## src/rtl/proc_pkg.sv

```systemverilog
// Opcodes, FSM states and decode bundle for the 8-bit instruction sequencer.
// SINGLE_STEP_EN adds the STEP_WAIT state.
package proc_pkg;

  localparam int DATA_W_DEF = 8;

  localparam logic [3:0] OP_NOP = 4'h0;
  localparam logic [3:0] OP_LDA = 4'h1;
  localparam logic [3:0] OP_STA = 4'h2;
  localparam logic [3:0] OP_LDI = 4'h3;
  localparam logic [3:0] OP_ADD = 4'h4;
  localparam logic [3:0] OP_SUB = 4'h5;
  localparam logic [3:0] OP_AND = 4'h6;
  localparam logic [3:0] OP_OR  = 4'h7;
  localparam logic [3:0] OP_JMP = 4'h8;
  localparam logic [3:0] OP_JZ  = 4'h9;
  localparam logic [3:0] OP_JC  = 4'hA;
  localparam logic [3:0] OP_LDB = 4'hB;
  localparam logic [3:0] OP_HLT = 4'hF;

  typedef enum logic [2:0] {
    S_IDLE,
    S_FETCH,
    S_FWAIT,
    S_DECODE,
    S_DWAIT,
`ifdef SINGLE_STEP_EN
    S_STEP,
`endif
    S_HALT
  } state_e;

  typedef enum logic [1:0] {
    JC_ALWAYS,
    JC_Z,
    JC_C
  } jcond_e;

  typedef struct packed {
    logic   uses_mem;
    logic   writes_a;
    logic   writes_b;
    logic   is_alu;
    logic   is_store;
    logic   is_jump;
    jcond_e jump_cond;
    logic   is_halt;
    logic   illegal;
  } dec_t;

endpackage

```

## src/rtl/instr_decoder.sv

```systemverilog
// Combinational opcode decoder: turns IR[7:4] into control flags.
module instr_decoder
  import proc_pkg::*;
(
  input  logic [3:0] opcode_i,
  output dec_t       dec_o
);

  always_comb begin
    dec_o = '0;
    unique case (opcode_i)
      OP_NOP: ;
      OP_LDA: begin
        dec_o.uses_mem = 1'b1;
        dec_o.writes_a = 1'b1;
      end
      OP_STA: dec_o.is_store = 1'b1;
      OP_LDI: dec_o.writes_a = 1'b1;
      OP_ADD, OP_SUB, OP_AND, OP_OR: begin
        dec_o.uses_mem = 1'b1;
        dec_o.writes_a = 1'b1;
        dec_o.is_alu   = 1'b1;
      end
      OP_JMP: dec_o.is_jump = 1'b1;
      OP_JZ: begin
        dec_o.is_jump   = 1'b1;
        dec_o.jump_cond = JC_Z;
      end
      OP_JC: begin
        dec_o.is_jump   = 1'b1;
        dec_o.jump_cond = JC_C;
      end
      OP_LDB: begin
        dec_o.uses_mem = 1'b1;
        dec_o.writes_b = 1'b1;
      end
      OP_HLT: dec_o.is_halt = 1'b1;
      4'hC, 4'hD, 4'hE: dec_o.illegal = 1'b1;
      default: ;
    endcase
  end

endmodule

```

## src/rtl/instr_sequencer.sv

```systemverilog
// Multicycle fetch/decode/execute controller between the RAM and the ULA.
// Optional SINGLE_STEP_EN: adds `step` input and a STEP_WAIT state.
module instr_sequencer
  import proc_pkg::*;
#(
  parameter  int DATA_W   = DATA_W_DEF,
  parameter  int RESET_PC = 0,
  parameter  int MEM_LAT  = 1,
  localparam int ADDR_W   = DATA_W - 4
)(
  input  logic              clock,
  input  logic              reset,
  input  logic              run,
`ifdef SINGLE_STEP_EN
  input  logic              step,
`endif
  output logic [ADDR_W-1:0] mem_addr,
  output logic              mem_rd,
  output logic              mem_we,
  output logic [DATA_W-1:0] mem_wdata,
  input  logic [DATA_W-1:0] mem_rdata,
  output logic [3:0]        alu_opcode,
  output logic [DATA_W-1:0] alu_a,
  output logic [DATA_W-1:0] alu_b,
  input  logic [DATA_W-1:0] alu_result,
  input  logic              alu_carry,
  output logic [DATA_W-1:0] reg_a,
  output logic [ADDR_W-1:0] pc,
  output logic              z_flag,
  output logic              c_flag,
  output logic              busy,
  output logic              halted,
  output logic              illegal_op
);

  localparam logic [1:0] LAST = 2'(MEM_LAT - 1);

  state_e            state_q, state_d;
  logic [1:0]        cnt_q, cnt_d;
  logic [ADDR_W-1:0] pc_q, pc_d;
  logic [DATA_W-1:0] ir_q, ir_d;
  logic [DATA_W-1:0] a_q, a_d;
  logic [DATA_W-1:0] b_q, b_d;
  logic              z_q, z_d;
  logic              c_q, c_d;

  dec_t              dec;
  logic [ADDR_W-1:0] operand;
  logic [DATA_W-1:0] new_a;
  logic              take;
  logic              b_unused;
  state_e            done_st;

  assign operand = ir_q[ADDR_W-1:0];
  assign new_a   = dec.is_alu ? alu_result : mem_rdata;
  assign b_unused = ^b_q;

`ifdef SINGLE_STEP_EN
  assign done_st = S_STEP;
`else
  assign done_st = S_FETCH;
`endif

  instr_decoder u_dec (
    .opcode_i (ir_q[DATA_W-1 -: 4]),
    .dec_o    (dec)
  );

  always_comb begin
    take = 1'b0;
    unique case (dec.jump_cond)
      JC_Z:    take = z_q;
      JC_C:    take = c_q;
      default: take = 1'b1;
    endcase
  end

  always_comb begin
    state_d    = state_q;
    cnt_d      = cnt_q;
    pc_d       = pc_q;
    ir_d       = ir_q;
    a_d        = a_q;
    b_d        = b_q;
    z_d        = z_q;
    c_d        = c_q;
    mem_rd     = 1'b0;
    mem_we     = 1'b0;
    mem_addr   = '0;
    illegal_op = 1'b0;
    unique case (state_q)
      S_IDLE, S_HALT: if (run) state_d = S_FETCH;
      S_FETCH: begin
        mem_rd   = 1'b1;
        mem_addr = pc_q;
        cnt_d    = '0;
        state_d  = S_FWAIT;
      end
      S_FWAIT: begin
        cnt_d = cnt_q + 2'd1;
        if (cnt_q == LAST) begin
          ir_d    = mem_rdata;
          pc_d    = pc_q + 1'b1;
          state_d = S_DECODE;
        end
      end
      S_DECODE: begin
        state_d    = done_st;
        illegal_op = dec.illegal;
        if (dec.uses_mem) begin
          mem_rd   = 1'b1;
          mem_addr = operand;
          cnt_d    = '0;
          state_d  = S_DWAIT;
        end else if (dec.is_store) begin
          mem_we   = 1'b1;
          mem_addr = operand;
        end else if (dec.writes_a) begin
          a_d = {{(DATA_W-ADDR_W){1'b0}}, operand};
          z_d = (operand == '0);
        end else if (dec.is_jump) begin
          if (take) pc_d = operand;
        end else if (dec.is_halt) begin
          state_d = S_HALT;
        end
      end
      S_DWAIT: begin
        cnt_d = cnt_q + 2'd1;
        if (cnt_q == LAST) begin
          state_d = done_st;
          if (dec.writes_b) begin
            b_d = mem_rdata;
          end else begin
            a_d = new_a;
            z_d = (new_a == '0);
            if (dec.is_alu) c_d = alu_carry;
          end
        end
      end
`ifdef SINGLE_STEP_EN
      S_STEP: if (step) state_d = S_FETCH;
`endif
      default: state_d = S_IDLE;
    endcase
    // reset also kills strobes combinationally so a pending store never lands
    if (reset) begin
      mem_rd     = 1'b0;
      mem_we     = 1'b0;
      mem_addr   = '0;
      illegal_op = 1'b0;
    end
  end

  always_ff @(posedge clock) begin
    if (reset) begin
      state_q <= S_IDLE;
      cnt_q   <= '0;
      pc_q    <= RESET_PC[ADDR_W-1:0];
      ir_q    <= '0;
      a_q     <= '0;
      b_q     <= '0;
      z_q     <= 1'b0;
      c_q     <= 1'b0;
    end else begin
      state_q <= state_d;
      cnt_q   <= cnt_d;
      pc_q    <= pc_d;
      ir_q    <= ir_d;
      a_q     <= a_d;
      b_q     <= b_d;
      z_q     <= z_d;
      c_q     <= c_d;
    end
  end

  assign mem_wdata  = a_q;
  assign alu_opcode = ir_q[DATA_W-1 -: 4];
  assign alu_a      = a_q;
  assign alu_b      = mem_rdata;
  assign reg_a      = a_q;
  assign pc         = pc_q;
  assign z_flag     = z_q;
  assign c_flag     = c_q;
  assign busy       = (state_q != S_IDLE) && (state_q != S_HALT);
  assign halted     = (state_q == S_HALT);

endmodule
```

## config.mk

```make
export PLATFORM = sky130hd
export DESIGN_NAME = instr_sequencer
export DESIGN_NICKNAME = d
export VERILOG_FILES = /design/src/rtl/proc_pkg.sv /design/src/rtl/instr_decoder.sv /design/src/rtl/instr_sequencer.sv
export SDC_FILE = /design/constraint.sdc
export NUM_CORES = 1
export LEC_CHECK = 0
export BUFFER_PORTS_ARGS = -buffer_cell sky130_fd_sc_hd__buf_2
export CELL_PAD_IN_SITES_DETAIL_PLACEMENT = 1
export CELL_PAD_IN_SITES_GLOBAL_PLACEMENT = 1
export CORE_ASPECT_RATIO = 1.4
export CORE_MARGIN = 2
export CORE_UTILIZATION = 32
export DETAILED_ROUTE_END_ITERATION = 12
export PLACE_DENSITY_LB_ADDON = 0.1
export SLEW_MARGIN = 5
export SYNTH_ARGS = -nofsm -noshare
export SYNTH_HDL_FRONTEND = slang
export SYNTH_SLANG_ARGS = --single-unit
```

## constraint.sdc

```tcl
create_clock -name clock -period 2.23 [get_ports clock]
set_clock_uncertainty 0.1 [all_clocks]
set_input_delay 0.446 -clock clock [delete_from_list [all_inputs] [get_ports clock]]
set_output_delay 0.446 -clock clock [all_outputs]
set_load 0.02 [all_outputs]
```

# --- Yosys cells after proc, flatten, opt, wreduce, memory -nomap -nowiden ---
# Cells that the tools add are included.
totals:
  register_bits: 27
  word_cells: 120
  inputBits: 20
  out_inout_bits: 51
classes:
  mux: 54
  eq_ne: 34
  reduce_logical: 22
  bitwise_logic: 1
  addsub: 2
op_table:
  columns: ["op", "n"]
  rows:
  - ["$mux 8", 6]
  - ["$mux 4", 9]
  - ["$eq 4x4->1 const B", 8]
  - ["$mux 3", 8]
  - ["$ne 2x2->1 const B", 11]
  - ["$mux 1", 21]
  - ["$eq 4x3->1 const B", 4]
  - ["$pmux 4 s2", 2]
  - ["$pmux 8 s2", 1]
  - ["$pmux 3 s5", 1]
  - ["$reduce_or 6->1", 2]
  - ["$eq 4x2->1 const B", 2]
  - ["$logic_not 8->1", 1]
  - ["$reduce_and 7->1", 1]
  - ["$eq 3x2->1 const B", 2]
  - ["$eq 3x3->1 const B", 2]
  - ["$pmux 1 s2", 3]
  - ["$pmux 2 s3", 1]
  - ["$reduce_and 6->1", 1]
  - ["$reduce_bool 3->1", 2]
  - ["$reduce_or 3->1", 2]
  - ["$add 4x1->4 const B", 1]
  - ["$eq 4x1->1 const B", 1]
  - ["$logic_not 4->1", 1]
  - ["other kinds (17)", 20]

# --- Longest topological paths before layout ---
# Gate-level depths: netlist (run 1).
logic_depth:
  ltp_word: 10
  depth_mapped: 9
  depth_no_buf: 9

# --- Modules after synthesis ---
# Synthesis (run 1) repeated with hierarchy kept, for this count alone.
hier_totals:
  cells_unflattened: 235
  area_unflattened_um2: 1946.9
modules_own_cells:
  columns: ["mod", "n_inst", "seq_area_each_um2", "cells_per_inst", "area_each_um2"]
  rows:
  - ["instr_sequencer", 1, 540.5, 218, 1855.5]
  - ["instr_decoder", 1, 0.0, 17, 91.3]

# --- Least setup slack after synthesis (run 1) ---
# Ideal clock, no wire load.
synth_timing:
  path_kind: "flip-flop to output port"
  startpoint: "reg ir_q[6]"
  endpoint: "out mem_rd"
  t_arrival_ps: 2085
  required_time_ps: 1684
  slack_ps: -401
  path_buffers: 2
  path_stages_with_launch: 6
  cell_sequence: "dfxtp_1 -> nor2b_1 -> buf_2 -> buf_4 -> nor2_1 -> a2111oi_0"
synth_via:
  elab_chain_cells: 6
  elab_cells_between_ends: 11
  cone_classes: "eq/ne (6); mux (4); reduce/logical (1)"
synth_lines:
  columns: ["item", "line", "rtl"]
  rows:
  - ["from (decl)", "instr_sequencer.sv:41", "logic [DATA_W-1:0] ir_q, ir_d;"]
  - ["from (signal assigned)", "instr_sequencer.sv:168", "ir_q <= ir_d;"]
  - ["$eq 4x1->1, or another cell as far along", "instr_decoder.sv:11", "unique case (opcode_i)"]
  - ["$reduce_or 6->1 (no source line) *", null, null]
  - ["$mux 1 *", "instr_decoder.sv:11", null]
  - ["$mux 1 *", "instr_sequencer.sv:110", "if (dec.uses_mem) begin"]
  - ["$pmux 1 s2 *", "instr_sequencer.sv:91", "unique case (state_q)"]
  - ["$mux 1 *", "instr_sequencer.sv:146", "if (reset) begin"]
  - ["to (decl)", "instr_sequencer.sv:18", "output logic mem_rd,"]
# Every way passes the cells marked *; elsewhere a longest branch is shown, timed or not.

# --- Worst setup path in the final report (run 1) ---
layout_timing:
  startpoint: "reg ir_q[7]"
  endpoint: "out mem_addr[0]"
layout_via:
  elab_chain_cells: 6
  elab_cells_between_ends: 14
  cone_classes: "eq/ne (7); mux (6); reduce/logical (1)"
layout_lines:
  columns: ["item", "line", "rtl"]
  rows:
  - ["$eq 4x1->1, or another cell as far along", "instr_decoder.sv:11", null]
  - ["$reduce_or 6->1 (no source line) / $mux 1 (equally long branches)", null, null]
  - ["$mux 1 / $mux 4 (equally long branches)", "instr_decoder.sv:11, instr_sequencer.sv:115", null]
  - ["$mux 4 *", "instr_sequencer.sv:110", null]
  - ["$pmux 4 s2 *", "instr_sequencer.sv:91", null]
  - ["$mux 4 *", "instr_sequencer.sv:146", null]
  - ["to (decl)", "instr_sequencer.sv:17", "output logic [ADDR_W-1:0] mem_addr,"]
# Marked as above.

==> results of run 1 <==
## path summary, 6_finish.rpt
check | from | end | slack [ns] | cells after the start
worst max-delay path | ir_q[7] | mem_addr[0] | -0.06 | 7
worst min-delay path | alu_carry | c_flag | 0.29 | 3
worst max register to register | ir_q[4] | pc[0] | 0.02 | 7
worst min register to register | alu_a[4] | alu_a[4] | 0.41 | 2
## stage by stage
stage	utilization [%]	setup WS (ns)
after floorplan	-	0.0592
after global placement	37.2	0.137
after detailed placement	37.2	0.0469
after CTS	39.1	-0.0548
after global routing	40.1	-0.139
final	40.1	-0.0580
## flip-flops by register name, summed over array words and instances, names as in the netlist
signal,flops
alu_a,8
c_flag,1
cnt_q,2
ir_q,8
pc,4
state_q,3
z_flag,1
## metal layers
layer  GRT usage [%]  vias up
li1                -      970
met1            22.2      930
met2            31.8       43
met3            1.87        5
met4            4.35        0
met5               0        -
## cells in the final DEF (no fill, tap or decap), types with 3 or more instances in the layout
cell / n
a21oi_1: 18
a21boi_0: 3
nand2b_1: 4
o21ai_0: 13
or4_1: 4
clkbuf_8: 3
ha_1: 4
nor2_1: 22
o21bai_1: 4
buf_6: 3
dfxtp_1: 23
nor3_1: 3
inv_1: 7
nand3_1: 6
a2111o_1: 4
buf_2: 66
nor4_1: 6
nand2_1: 15
dfxtp_2: 3
buf_4: 27
mux2i_1: 18
## area by class of cell
| class | count | area share [%] |
|---|---|---|
| multi-input cells | 167 | 47.9 |
| repair buffers | 96 | 23.1 |
| flip-flops and latches | 27 | 22.3 |
| clock inverters | 1 | 0.305 |
| inverters | 7 | 1.07 |
| well taps | 72 | 3.67 |
| clock buffers | 3 | 1.68 |
## what timing repair did
item,in CTS,in global routing
buffers inserted,6,2
gates resized for setup,11,12
pin swaps,5,6
setup endpoints to repair,5,10
## critical path, cell delays in order (launching register included)
cell and delay, ns:
dfxtp_2 0.34, buf_6 0.12, and3b_2 0.20, o21a_1 0.20, buf_6 0.14, o211ai_1 0.20, a21oi_1 0.09, buf_4 0.16
## cells by family after synthesis
group	count (synthesis)
compound gates	63
xor+xnor	2
fa+ha+maj	4
buf+inv	53
flops	27
mux	18
simple gates	80
## where the power goes
group,leakage [nW],switching [W],internal [W]
Sequential,0.221,0.0000366,0.000512
Clock,0.0217,0.000180,0.000128
Combinational,0.836,0.000246,0.000183
==> flow_summary.yaml, run 1 <==
status:
  outcome: "finished with violations"
  failed_checks: "setup timing"
global_routing:
  grt_usage_pct: 17.7
  globalRouteOverflowTotal: 0
  grt_max_degree: 22
  grt_pass1_vias: 1870
  grt_pass1_wl_mm: 9.78
  antenna_found_initial: 0
cts:
  cts_tree: "built"
  clk_latency_ns: 0.29
  cts_buffers: 3
  cts_hold_buf: 0
  clkTransAtPathRegs_ns: 0.10
  cts_sinks: 27
  cts_max_level: 1
  clockBufferDepth: 2
  cts_root_buffer: "clkbuf_8"
routing:
  avgRoutedWirePerCell_um: 16.6
  met3_wirelength_um: 223
  routed.top_layer: "met4"
  drtIter0Drc: 60
  drc_errors: 0
  vias: 1948
  wl_met1_mm: 2.62
  antenna_left: 0
  detail_route.first_pass.iterations: 4
  avgViaCountPerCell: 5.22
  routed-wl-met2_mm: 3.30
  wirelength_mm: 6.20
timing:
  tightest_slew_ns: 0.397
  setup_viol: 2
  max_freq_mhz: 437
  fin_hold_ws_ns: 0.288
  hold_violations: 0
  period_minus_slack_ns: 2.29
  fin_setup_tns_ns: -0.0835
  slew_headroom_pct: 73.2
  finalCritPeriodShare_pct: 103
  timing.final.ws_setup_ns: -0.0580
  rsz0062_at_grt: "true"
  slew_violations: 0
synthesis:
  synth_top_area_cell: "dfxtp_1"
  avgSynthCellArea_um2: 8.04
  synthAdderAreaFrac_pct: 2.52
  synth_common_cells: "29 x buf_4, 27 x dfxtp_1, 23 x nor2_1, 19 x a21oi_1, 18 x mux2i_1"
  yosys.area_share.simple_pct: 22.0
  ys_types: 51
  syn_nets: 271
  synth_top_family_by_area: "simple AND/OR/NAND/NOR gates"
  muxShareOfSynthArea_pct: 9.07
  synthTopCellsByArea: "dfxtp_1 27%, buf_4 11%, mux2i_1 9.1%"
  synthCells: 247
  ys_seq_area_share_pct: 27.2
  yosysTopAreaCellShare_pct: 27.2
  synthArstFlopShare_pct: 0
  synth_area_um2: 1990
  ys_ff_latch: 27
  ys_dominant_reg_cell: "dfxtp_1"
  synth_xor_area_share_pct: 0.882
  synth_compound_area_share_pct: 22.0
  synth_warnings: 0
  synth_edf_count: 0
  synth_most_common_cell: "buf_4"
worst_setup_path:
  crit_type: "flop to output port"
  critPathArrivalTime_ns: 1.74
  endpoint_kind: "output port"
  path_max_fanout: 6
  required_ns: 1.68
  setup.worst_path.start_class: "flop"
floorplan:
  rows: 34
  die_h_um: 97.2
  die_x_um: 70.6
  initial_core_util_pct: 32.4
  io_pins: 71
  fp.coreArea_um2: 6130
  dieArea_um2: 6860
final_layout:
  design_area_um2: 2460
  multi_input_area_um2: 1180
  area_growth_pct: 23.8
  n_antenna_cell: 0
  layout.cells.non_filler: 373
  drive_gt1_share_pct: 40.2
  fill_cells: 771
  seqCellArea_um2: 548
  fin_nets: 326
power:
  pwr_density_cell_nw_per_um2: 523
  power_w: 0.00129
  p_leak_nw: 1.08
  worst_ir_drop_vdd_mv: 0.248
placement:
  portBuffers: 70
  gp_congestion: 0.729
  dp_hpwl_mm: 4.64
  place_area_um2: 2280
  placed_cells: 361
job:
  cap_violations: 0
min_path:
  worstHoldPathType: "input port to flop"
Power figures use the tool's default switching activity.
==> run 2: changes to the inputs <==
--- a/config.mk
+++ b/config.mk
@@ -13,6 +13,7 @@
 export CORE_UTILIZATION = 32
 export DETAILED_ROUTE_END_ITERATION = 12
 export PLACE_DENSITY_LB_ADDON = 0.1
+export SETUP_SLACK_MARGIN = 0.05
 export SLEW_MARGIN = 5
 export SYNTH_ARGS = -nofsm -noshare
 export SYNTH_HDL_FRONTEND = slang
==> run 2 against run 1 <==
- the flow still finishes with violations (setup timing)
- count of clock-buffer cells in the layout is the same
- worst hold slack gained 0.0043 ns
- cell count grew 0.80%
- sequential share of layout area shrank 0.32 points
- combinational power grew 3%
- cell area grew 1.5%
- global-route usage grew 0.11 points
- register-to-register slack lost 0.02 ns
- largest cell class unchanged
- largest power group unchanged
==> flow_summary.yaml, run 2 (synthesis results as in run 1) <==
status:
  outcome: "finished with violations"
  failed_checks: "setup timing"
power:
  p_int_w: 0.000832
  power_switching_share_pct: 35.7
  clockPowerShare_pct: 23.4
  power_frac_seq_pct: 42.3
  power.switching_w: 0.000463
  power_w: 0.00130
  worst_ir_drop_vdd_mv: 0.268
  combPwrFrac_pct: 34.3
  p_leak_nw: 1.10
  pwr_density_cell_nw_per_um2: 519
worst_setup_path:
  path_delay_family: "compound AO/OA/AOI/OAI gates"
  critPathBufInv: 3
  path_cells: "buf_6 > and3b_2 > o21a_1 > buf_6 > o211ai_1 > a21oi_1 > buf_4"
  required_ns: 1.68
  crit_slowest_cell: "dfxtp_2"
  path_max_fanout: 5
  cp_common_cell: "buf_6"
  slowest_delay_ns: 0.34
  crit_type: "flop to output port"
  endpoint_kind: "output port"
  setup.worst_path.start_class: "flop"
  critPathArrivalTime_ns: 1.73
global_routing:
  grt_pass1_vias: 1879
  antenna_found_initial: 0
  grt_max_degree: 22
  grt_pass1_wl_mm: 9.83
  globalRouteOverflowTotal: 0
  grt_usage_pct: 17.8
final_layout:
  n_antenna_cell: 0
  fin_nets: 329
  seqCellArea_um2: 548
  multi_input_area_um2: 1190
  final_common_cell: "buf_2"
  area_growth_pct: 25.6
  design_area_um2: 2490
  mostFrequentLayoutCells: "66 x buf_2, 30 x buf_4, 23 x dfxtp_1"
  drive_gt1_share_pct: 41.4
  fill_cells: 771
  layout.cells.non_filler: 376
cts:
  clk_latency_ns: 0.28
  cts_buffers: 3
  cts_sinks: 27
  cts_max_level: 1
  clockBufferDepth: 2
  cts_hold_buf: 0
  cts_tree: "built"
  cts_root_buffer: "clkbuf_8"
  clkTransAtPathRegs_ns: 0.10
floorplan:
  initial_core_util_pct: 32.4
  die_x_um: 70.6
  rows: 34
  dieArea_um2: 6860
  fp.coreArea_um2: 6130
  io_pins: 71
  die_h_um: 97.2
min_path:
  worstHoldPathType: "input port to flop"
timing:
  period_minus_slack_ns: 2.27
  hold_violations: 0
  slew_headroom_pct: 72.9
  setup_viol: 2
  finalCritPeriodShare_pct: 102
  timing.final.ws_setup_ns: -0.0417
  tightest_slew_ns: 0.401
  max_freq_mhz: 440
  slew_violations: 0
  rsz0062_at_grt: "true"
routing:
  vias: 1963
  avgRoutedWirePerCell_um: 16.7
  drc_errors: 0
  detail_route.first_pass.iterations: 4
  wirelength_mm: 6.29
  drtIter0Drc: 56
  antenna_left: 0
  avgViaCountPerCell: 5.22
placement:
  placed_cells: 361
  dpl_worst_slack_ns: 0.0469
  portBuffers: 70
  place_area_um2: 2280
  dp_hpwl_mm: 4.64
  gp_congestion: 0.729
job:
  cap_violations: 0
## run 2: routing by layer
layer	up-vias	routed length [µm]	track usage, %
met5	-	0	0
met1	938	2670	22.4
met2	45	3310	31.5
met4	0	88	5.22
met3	6	222	1.87
li1	974	-	-
## run 2: final cells by class
class                   count  share of cell area [%]
multi-input cells         167                    47.6
repair buffers             99                    23.6
flip-flops and latches     27                    22.0
well taps                  72                    3.61
clock buffers               3                    1.66
inverters                   7                    1.20
clock inverters             1                   0.301
## run 2: metrics by stage
stage,TNS [ns],util (%),hold slack [ns]
6_report,-0.0523,40.7,0.292
5_1_grt,-0.621,40.7,0.320
4_1_cts,-0.117,39.5,0.295
3_5_place_dp,0,37.2,0.393
3_3_place_gp,0,37.2,0.381
2_1_floorplan,0,-,0.390
## run 2: path summary, 6_finish.rpt
check	startpoint	end	slack [ns]	cells after the start
max reg2reg	ir_q[4]	pc[0]	0	7
max	ir_q[7]	mem_addr[0]	-0.04	7
min	alu_carry	c_flag	0.29	3
min reg2reg	alu_a[4]	alu_a[4]	0.41	2
## run 2: power by group through the flow
stage,combinational [W],clock (W),sequential (W)
2_1_floorplan,0.000284,0,0.000550
3_3_place_gp,0.000396,0,0.000556
3_5_place_dp,0.000400,0,0.000558
4_1_cts,0.000425,0.000312,0.000549
5_1_grt,0.000486,0.000333,0.000555
6_report,0.000444,0.000302,0.000548
## run 2: worst min-delay path, cell delays in order
cell,delay (ns)
buf_2,0.07
mux2i_1,0.05
nor2_1,0.07
## run 2: what timing repair did
item                       in CTS  in global routing
gates resized for setup        17                  9
pin swaps                       9                  5
setup buffers                   7                  4
setup endpoints to repair       8                 11
